$ cat src/rtl/control_splitter.sv
// rtl/control_splitter.sv - snapshot a packed word vector and stream it out one word per read.
// Optional SPLITTER_CHECKSUM_EN appends an XOR-of-all-words checksum word to the stream.
module control_splitter #(
   parameter int NUM_BLOCKS = 64,
   parameter int WORD_W     = 16
) (
   input  logic                         clk,
   input  logic                         reset_n,
   input  logic [NUM_BLOCKS*WORD_W-1:0] combinedin,
   input  logic                         capture,
   input  logic                         read,
   output logic [WORD_W-1:0]            signal,
   output logic [5:0]                   blockaddress,
   output logic                         empty,
   output logic                         done,
   output logic                         underrun
);

`ifdef SPLITTER_CHECKSUM_EN
   typedef enum logic [1:0] {IDLE, STREAM, CKSUM} state_t;
   // Address 64 does not fit in six bits, so a full-size snapshot reports 63.
   localparam logic [5:0] CKSUM_ADDR = (NUM_BLOCKS == 64) ? 6'd63 : 6'(NUM_BLOCKS);
   logic [WORD_W-1:0] r_cksum;
`else
   typedef enum logic [1:0] {IDLE, STREAM} state_t;
`endif

   localparam logic [5:0] LAST_IDX = 6'(NUM_BLOCKS - 1);

   state_t                         r_state;
   logic [5:0]                     r_index;
   logic [NUM_BLOCKS*WORD_W-1:0]   r_snap;
   logic                           r_done;
   logic                           r_underrun;
   logic [WORD_W-1:0]              w_word;

   assign w_word = r_snap[int'(r_index)*WORD_W +: WORD_W];

   always_ff @(posedge clk or negedge reset_n) begin
      if (!reset_n) begin
         r_state    <= IDLE;
         r_index    <= '0;
         r_snap     <= '0;
         r_done     <= 1'b0;
         r_underrun <= 1'b0;
`ifdef SPLITTER_CHECKSUM_EN
         r_cksum    <= '0;
`endif
      end else begin
         r_done <= 1'b0;
         // Capture overrides everything, including a simultaneous read.
         if (capture) begin
            r_snap     <= combinedin;
            r_index    <= '0;
            r_state    <= STREAM;
            r_underrun <= 1'b0;
`ifdef SPLITTER_CHECKSUM_EN
            r_cksum    <= '0;
`endif
         end else begin
            case (r_state)
               IDLE: begin
                  if (read)
                     r_underrun <= 1'b1;
               end
               STREAM: begin
                  if (read) begin
`ifdef SPLITTER_CHECKSUM_EN
                     r_cksum <= r_cksum ^ w_word;
`endif
                     if (r_index == LAST_IDX) begin
                        r_index <= '0;
`ifdef SPLITTER_CHECKSUM_EN
                        r_state <= CKSUM;
`else
                        r_state <= IDLE;
                        r_done  <= 1'b1;
`endif
                     end else begin
                        r_index <= r_index + 6'd1;
                     end
                  end
               end
`ifdef SPLITTER_CHECKSUM_EN
               CKSUM: begin
                  if (read) begin
                     r_state <= IDLE;
                     r_done  <= 1'b1;
                  end
               end
`endif
               default: r_state <= IDLE;
            endcase
         end
      end
   end

   always_comb begin
      signal       = '0;
      blockaddress = '0;
      empty        = 1'b1;
      case (r_state)
         STREAM: begin
            signal       = w_word;
            blockaddress = r_index;
            empty        = 1'b0;
         end
`ifdef SPLITTER_CHECKSUM_EN
         CKSUM: begin
            signal       = r_cksum;
            blockaddress = CKSUM_ADDR;
            empty        = 1'b0;
         end
`endif
         default: ;
      endcase
   end

   assign done     = r_done;
   assign underrun = r_underrun;

endmodule

$ cat config.mk
export PLATFORM = sky130hd
export DESIGN_NAME = control_splitter
export DESIGN_NICKNAME = d
export VERILOG_FILES = /design/src/rtl/control_splitter.sv
export SDC_FILE = /design/constraint.sdc
export NUM_CORES = 1
export LEC_CHECK = 0
export BUFFER_PORTS_ARGS = -buffer_cell sky130_fd_sc_hd__buf_2
export CORE_AREA = 5 5 413 415
export CTS_BUF_LIST = sky130_fd_sc_hd__clkbuf_8
export DETAILED_ROUTE_END_ITERATION = 8
export DIE_AREA = 0 0 418 420
export GPL_TIMING_DRIVEN = 0
export SYNTH_ARGS = -nofsm -noshare
export SYNTH_HDL_FRONTEND = slang
export SYNTH_SLANG_ARGS = --single-unit
export TNS_END_PERCENT = 20
$ cat constraint.sdc
create_clock -name clk -period 2.7 [get_ports clk]
set_input_delay 0.27 -clock clk [delete_from_list [all_inputs] [get_ports clk]]
set_output_delay 0.27 -clock clk [all_outputs]
set_load 0.1 [all_outputs]
==> results.json, run 1 <==
{
  "syn_inst": 2803,
  "placed_area_mm2": 0.05469,
  "error_line": "[ERROR RSZ-0060] Max buffer count reached.",
  "dp_hpwl_um": 186500,
  "synth-seq-area-share_pct": 55.82,
  "post_cts_buffers": 18,
  "ys_warn_count": 0,
  "avgSynthCellArea_um2": 16.52,
  "ctsRootBufferMaster": "clkbuf_8",
  "placed_cells": 6065,
  "h-tree-depth": 4,
  "initial_utilization_pct": 27.85,
  "dieHeight_um": 420,
  "stop_stage": "clock tree synthesis",
  "gp_congestion": 0.9249,
  "cts_buffer_depth": 3,
  "numClockSinks": 1033,
  "cts_buffers": 184,
  "cts_resized": 383,
  "status": "stopped before the end",
  "numPortBuffers": 1051,
  "rows": 150,
  "synth_cell_type_count": 41,
  "die_x_um": 418,
  "io_pins": 1053,
  "syn_area_mm2": 0.04631,
  "dp_slack_ps": -2195,
  "syn_nets": 3832,
  "cts_hold_buf": 1284,
  "synth_seq_cells": 1033
}
## stage by stage
step	utilization, %	setup TNS [ps]	hold WS, ps
after floorplan	-	-286.8	-25.59
after global placement	32.76	-	483.3
after detailed placement	32.89	-480050	260.3
## cell usage after synthesis (all sizes together)
cell       n  area [µm²]
o21ai      2       10.00
or3b       3       26.28
a21o       1       7.510
inv        2       7.510
nand4      1       6.260
or2        1       6.260
nor3       8       40.04
a311oi     2       17.52
ha         1       12.51
a211oi    20       150.1
a32oi      1       8.760
nor2b      9       56.30
o41ai      7       68.82
xor2       2       17.52
clkbuf    32       120.1
and2       7       43.79
nand2b     3       18.77
a21oi      7       35.03
nand2     45       168.9
o22ai     50       312.8
buf      172        1080
mux4     256        5766
mux2    1027       11560
nand3     18       90.09
a22oi     10       75.07
o31ai      1       7.510
nor2       9       33.78
a211o      1       8.760
mux2i     60       600.6
o221ai     8       70.07
or3        2       12.51
nand3b     1       7.510
a221oi     1       8.760
dfrtp   1033       25850
## kinds of logic after synthesis
| kind of cell | count (synthesis) | share of synthesized area, % |
|---|---|---|
| mux | 1343 | 38.72 |
| flops | 1033 | 55.82 |
| buf+inv | 206 | 2.607 |
| compound gates | 111 | 1.686 |
| simple gates | 107 | 1.102 |
| xor+xnor | 2 | 0.03783 |
| fa+ha+maj | 1 | 0.02701 |
==> run 2, diff against run 1 <==
Settings changed: CORE_AREA 5 5 413 415 to not set, CORE_MARGIN set to 5, CORE_UTILIZATION set to 25, CTS_BUF_LIST sky130_fd_sc_hd__clkbuf_8 to not set, DIE_AREA 0 0 418 420 to not set, PLACE_DENSITY_LB_ADDON set to 0.15.
==> run 2 against run 1 <==
Net effect:
- the flow now finishes, with violations (setup timing)
- synthesized cell count unchanged
- synthesized area stayed put
==> results.json, run 2 <==
{
  "status": "complete, but fails checks",
  "violations": "setup timing",
  "h-tree-depth": 4,
  "vias": 35890,
  "ant_nets": 0,
  "cpPeakStageDelay_ps": 450,
  "coreArea_mm2": 0.1848,
  "cts_tree": "done",
  "max_slew_margin_pct": 11.35,
  "synth.most_common_cell": "dfrtp_1",
  "swShare_pct": 27.97,
  "synth_flop_cell": "dfrtp_1",
  "crit_family": "buffers and inverters",
  "cts_buffer_depth": 3,
  "initial_utilization_pct": 25.05,
  "synthDominantCellAreaShare_pct": 55.82,
  "grt_pass1_wl_um": 338000,
  "cts.reportedPaths.clkPinSlew_ps": 60,
  "cp_num_buf_inv": 4,
  "ys_warn_count": 0,
  "leakagePower_nw": 30.26,
  "regMostFlops": "r_snap",
  "syn_inst": 2803,
  "vdd_drop_max_uv": 406.4,
  "numPortBuffers": 1051,
  "crit_required_ps": 2430,
  "synth_edf_count": 0,
  "crit_path_max_fanout": 9,
  "grt_pass1_vias": 39600,
  "seqPwrFrac_pct": 40.1,
  "internal_power_w": 0.03222,
  "synthArstFlopShare_pct": 100.0,
  "final_layout_size_suffix_gt1_share_pct": 56.12,
  "fin_nets": 6074,
  "gp_congestion": 0.8421,
  "ctsRootBufferMaster": "clkbuf_16",
  "synth-seq-area-share_pct": 55.82,
  "crit_type": "reg -> out",
  "netlist_top_cells_area": "dfrtp_1 56%, mux2_2 25%, mux4_2 12%",
  "power_frac_clock_pct": 40.4,
  "drtIter0Drc": 1848,
  "p_comb_share_pct": 19.5,
  "final.period_utilization_pct": 135.0,
  "final_hold_viol_count": 0,
  "crit_path_start_kind": "register",
  "die-area_mm2": 0.1939,
  "cap_violations": 0,
  "grt_antenna_before_repair": 97,
  "avgSynthCellArea_um2": 16.52,
  "critPathSlowestCell": "mux4_2",
  "cp-end-kind": "primary output",
  "largest_reg_flops": 1024,
  "dieHeight_um": 440.4,
  "timing.final.ws_setup_ps": -944.3,
  "p_per_area_mw_per_mm2": 619.7,
  "syn_area_mm2": 0.04631,
  "min_period_ps": 3644,
  "wl_per_cell_um": 32.92,
  "grt_overflow": 0,
  "numClockSinks": 1033,
  "final_common_cell": "buf_2",
  "placed_area_mm2": 0.05502,
  "viasPerCell": 4.661,
  "routed_wl_um": 253500,
  "dr.pass1.iters": 5,
  "fin_skew_ps": 3.636,
  "io_pins": 1053,
  "cts_buffers": 131,
  "final-max-slew-violation-count": 0,
  "drc_errors": 0,
  "synth_top_cell_by_area": "dfrtp_1",
  "worst_hold_slack_ps": 106.0,
  "reg.largest.list": "r_snap: 1024 flops, r_index: 6 flops",
  "setup_violations": 17,
  "track_usage_pct": 25.67,
  "synthTopCellsByCount": "1033 x dfrtp_1, 1027 x mux2_2, 256 x mux4_2",
  "fin_area_mm2": 0.07217,
  "path_cells": "buf_12 -> buf_16 -> buf_16 -> mux4_2 -> o22ai_4 -> a211oi_4 -> nand3_2 -> o41ai_4 -> buf_12",
  "grt_max_degree": 150,
  "p_switching_w": 0.01251,
  "worstPathArrival_ps": 3370,
  "dp_hpwl_um": 191500,
  "die_x_um": 440.4,
  "syn_to_final_growth_pct": 55.85,
  "synth_seq_cells": 1033,
  "fmax_mhz": 274.4,
  "rows": 158,
  "syn_nets": 3832,
  "clkLatencyLatePin_ps": 780,
  "rsz0062_at_grt": "true",
  "hp-class": "in -> async",
  "mostFrequentLayoutCells": "1135 x buf_2, 1031 x dfrtp_1, 1027 x mux2_2",
  "synth_cell_type_count": 41,
  "tightestPinTransition_ps": 1330
}
run 2: final timing paths:
path,start,to,slack [ps],depth (start not counted)
min reg2reg,r_snap[339]$_DFFE_PN0P_,r_snap[339]$_DFFE_PN0P_,500,1
max in group asynchronous,reset_n,r_snap[944]$_DFFE_PN0P_,560,5
max reg2reg,r_index[1]$_DFFE_PN0P_,r_index[3]$_DFFE_PN0P_,640,7
min,reset_n,r_snap[236]$_DFFE_PN0P_,110,3
max,r_index[0]$_DFFE_PN0P_,signal[6],-940,9
min in group clk,combinedin[988],r_snap[988]$_DFFE_PN0P_,250,3
run 2: layout make-up:
class,count,area (µm²)
sequential,1033,25850
antenna,79,197.7
buffer,201,1967
clock inverter,39,488.0
fill,17680,112700
clock buffer,190,3832
timing repair buffer,2112,16260
inverter,2,7.507
multi-input combinational,1564,20470
tap,2480,3103
run 2: power by group through the flow:
stage	clock network (W)	registers, W	logic, W
after CTS	0.0186	0.0179	0.00872
after detailed placement	0	0.0182	0.00673
after global routing	0.0191	0.0181	0.00917
after floorplan	0	0.0178	0.00376
final	0.0181	0.0179	0.00871
after global placement	0	0.0182	0.00662
run 2: stage by stage:
| stage | utilization, % | instances | total power [W] | TNS (ps) | worst slack, ps |
|---|---|---|---|---|---|
| final | 39.05 | 7700 | 0.04473 | -14420 | -944.3 |
| after global routing | 39.02 | 7683 | 0.04639 | -15780 | -1016 |
| after CTS | 38.71 | 7608 | 0.04519 | -17430 | -1060 |
| after detailed placement | 29.77 | 6341 | 0.02490 | -318480 | -2176 |
| after global placement | 29.65 | 6334 | 0.02481 | - | -24040 |
| after floorplan | - | 2803 | 0.02153 | -286.8 | -39.61 |
run 2: timing repair:
item                                    in CTS  in global routing
buffers inserted                            11                 13
endpoints found under the setup margin      27                 20
cloned                                       3                  0
pin swaps                                   15                 10
resized for setup                          379                 63
hold endpoints to repair                  1497                  0
hold buffers                              1027                  0
run 2: logic make-up after synthesis:
group / Yosys count / share of synthesized area (%)
AO/OA/AOI/OAI: 111 / 1.686
XOR/XNOR: 2 / 0.03783
adder cells (fa/ha/maj): 1 / 0.02701
buffers and inverters: 206 / 2.607
flip-flops: 1033 / 55.82
multiplexers: 1343 / 38.72
AND/OR/NAND/NOR: 107 / 1.102
run 2: worst min-delay path: cells and delay by family:
family,cells,cell delay [ps]
buf+inv,3,970
run 2: routing by layer:
| metal | track usage, % | share of wire (%) | vias up |
|---|---|---|---|
| met5 | 0 | 0.024 | - |
| met4 | 8.921 | 3.8 | 10 |
| met3 | 4.840 | 4.8 | 404 |
| met2 | 45.32 | 51 | 1147 |
| met1 | 31.35 | 40 | 19050 |
| li1 | - | - | 15280 |
Note: power is estimated with default switching activity, not from simulation.
==> run 3, diff against run 2 <==
Settings changed: SKIP_LAST_GASP set to 1.
Clock period 2.7 ns to 3.7 ns, I/O delays scaled along.
==> run 3 against run 2 <==
Net effect:
- the flow still finishes with violations (setup timing)
- clock power shrank 27%
- sequential share of layout area about the same
- critical path depth did not move
- first-iteration DRC count down 1.3%
- die area unchanged
- global-route usage is 0.71 points lower
- sequential power decreased by 27%
- critical endpoint is now signal[11]
==> results.json, run 3 (synthesis results as in run 2) <==
{
  "critPathSlowestCell": "a211oi_4",
  "clkLatencyLatePin_ps": 770,
  "fmax_mhz": 259.4,
  "final-max-slew-violation-count": 0,
  "crit_path_max_fanout": 10,
  "grt_pass1_wl_um": 330200,
  "drtIter0Drc": 1824,
  "ant_nets": 0,
  "r2r_start": "r_index[4]$_DFFE_PN0P_",
  "grt_max_degree": 152,
  "numPortBuffers": 1051,
  "min_period_ps": 3854,
  "path_cells": "buf_12 -> buf_16 -> buf_16 -> mux4_2 -> o22ai_4 -> a211oi_4 -> nand3_2 -> o41ai_4 -> buf_12",
  "h-tree-depth": 4,
  "routed_wl_um": 248000,
  "cts.reportedPaths.clkPinSlew_ps": 60,
  "ctsRootBufferMaster": "clkbuf_16",
  "initial_utilization_pct": 25.05,
  "rr_worst_depth": 6,
  "highest_layer": "met5",
  "reg.largest.list": "r_snap: 1024 flops, r_index: 6 flops",
  "rrSetupSlack_ps": 1480,
  "grt_antenna_before_repair": 94,
  "wl_met2_um": 126600,
  "p_per_area_mw_per_mm2": 452.4,
  "final_layout_size_suffix_gt1_share_pct": 56.09,
  "gp_congestion": 0.8307,
  "r2r-end": "r_index[5]$_DFFE_PN0P_",
  "setup_violations": 13,
  "rows": 158,
  "crit_family": "compound AO/OA/AOI/OAI gates",
  "syn_to_final_growth_pct": 55.65,
  "timing.final.ws_setup_ps": -154.4,
  "crit_type": "reg -> out",
  "startpoint": "r_index[0]$_DFFE_PN0P_",
  "cts_buffer_depth": 3,
  "final.period_utilization_pct": 104.2,
  "track_usage_pct": 24.97,
  "die-area_mm2": 0.1939,
  "coreArea_mm2": 0.1848,
  "cpPeakStageDelay_ps": 520,
  "largest_reg_flops": 1024,
  "wl_per_cell_um": 32.20,
  "violations": "setup timing",
  "dp_hpwl_um": 187900,
  "viasPerCell": 4.627,
  "cts_tree": "done",
  "fin_tns_setup_ps": -1188,
  "cp-end-kind": "primary output",
  "placed_cells": 6341,
  "vias": 35640,
  "cp_num_buf_inv": 4,
  "crit_path_start_kind": "register",
  "io_pins": 1053,
  "leakagePower_nw": 30.27,
  "mostFrequentLayoutCells": "1139 x buf_2, 1030 x dfrtp_1, 1027 x mux2_2",
  "dieHeight_um": 440.4,
  "status": "complete, but fails checks",
  "vdd_drop_max_uv": 347.3,
  "fillers": 17880,
  "cap_violations": 0,
  "fin_skew_ps": 2.753,
  "die_x_um": 440.4,
  "grt_pass1_vias": 39290,
  "fin_cells": 7702,
  "drc_errors": 0,
  "grt_overflow": 0,
  "numClockSinks": 1033,
  "crit_end": "signal[11]",
  "fin_nets": 6088,
  "crit_required_ps": 3330,
  "regMostFlops": "r_snap",
  "dp_slack_ps": -1225,
  "cts_buffers": 133,
  "worst_hold_slack_ps": 165.5,
  "rsz0062_at_grt": "true",
  "tightestPinTransition_ps": 987.5,
  "dr.pass1.iters": 5,
  "utilization_pct": 39.00,
  "hp-class": "in -> async",
  "worstPathArrival_ps": 3480,
  "max_slew_margin_pct": 34.16,
  "met1_length_um": 102500,
  "final_hold_viol_count": 0,
  "path_depth": 9,
  "final_common_cell": "buf_2",
  "wl_met3_um": 10840
}
-- run 3: worst min-delay path by stage --
stage                                 start                       to  slack, ps  cells after the start
floorplan                           reset_n           done$_DFF_PN0_         70                      0
global placement    r_snap[625]$_DFFE_PN0P_  r_snap[625]$_DFFE_PN0P_        480                      1
detailed placement                  reset_n  r_snap[512]$_DFFE_PN0P_        450                      1
CTS                                 reset_n  r_snap[535]$_DFFE_PN0P_        210                      2
global route                        reset_n  r_snap[512]$_DFFE_PN0P_        230                      2
finish                              reset_n  r_snap[512]$_DFFE_PN0P_        170                      2
-- run 3: where the power goes --
group | leakage (nW) | switching, W | total, W | internal [W]
sequential | 12.1 | 0.000659 | 0.0131 | 0.0124
combinational | 16.0 | 0.00299 | 0.00630 | 0.00331
clock | 2.14 | 0.00549 | 0.0132 | 0.00773
-- run 3: worst register-to-register path, delay by kind of cell (launching register included) --
family / cells / cell delay, ps
AND/OR/NAND/NOR: 1 / 150
buffers and inverters: 3 / 1190
flip-flops: 1 / 400
AO/OA/AOI/OAI: 2 / 380
-- run 3: cell type report --
type,count,area [µm²],area share [%]
sequential,1033,25850,35.87
multi-input combinational,1564,20410,28.32
timing repair buffer,2123,16350,22.68
clock buffer,192,3792,5.261
tap,2480,3103,4.305
buffer,202,1823,2.529
clock inverter,40,575.6,0.7985
antenna,66,165.2,0.2291
inverter,2,7.507,0.01042
-- run 3: routing by layer --
| metal | vias to the layer above | global-route usage [%] |
|---|---|---|
| li1 | 15250 | - |
| met1 | 18880 | 31.16 |
| met2 | 1127 | 44.32 |
| met3 | 363 | 4.025 |
| met4 | 18 | 7.553 |
| met5 | - | 0 |
-- run 3: stage by stage --
| step | instance area, µm² | power, W |
|---|---|---|
| 6_report | 72080 | 0.03261 |
| 5_1_grt | 72060 | 0.03383 |
| 4_1_cts | 71330 | 0.03290 |
| 3_5_place_dp | 54890 | 0.01811 |
| 3_3_place_gp | 54680 | 0.01805 |
| 2_1_floorplan | 46320 | 0.01568 |
-- run 3: repair_timing --
action,4_1_cts,5_1_grt
endpoints found under the hold margin,1152,0
hold buffers,1026,0
cloned,1,4
gates resized for setup,346,51
pin swaps,14,6
endpoints found under the setup margin,19,132
setup buffers,14,20
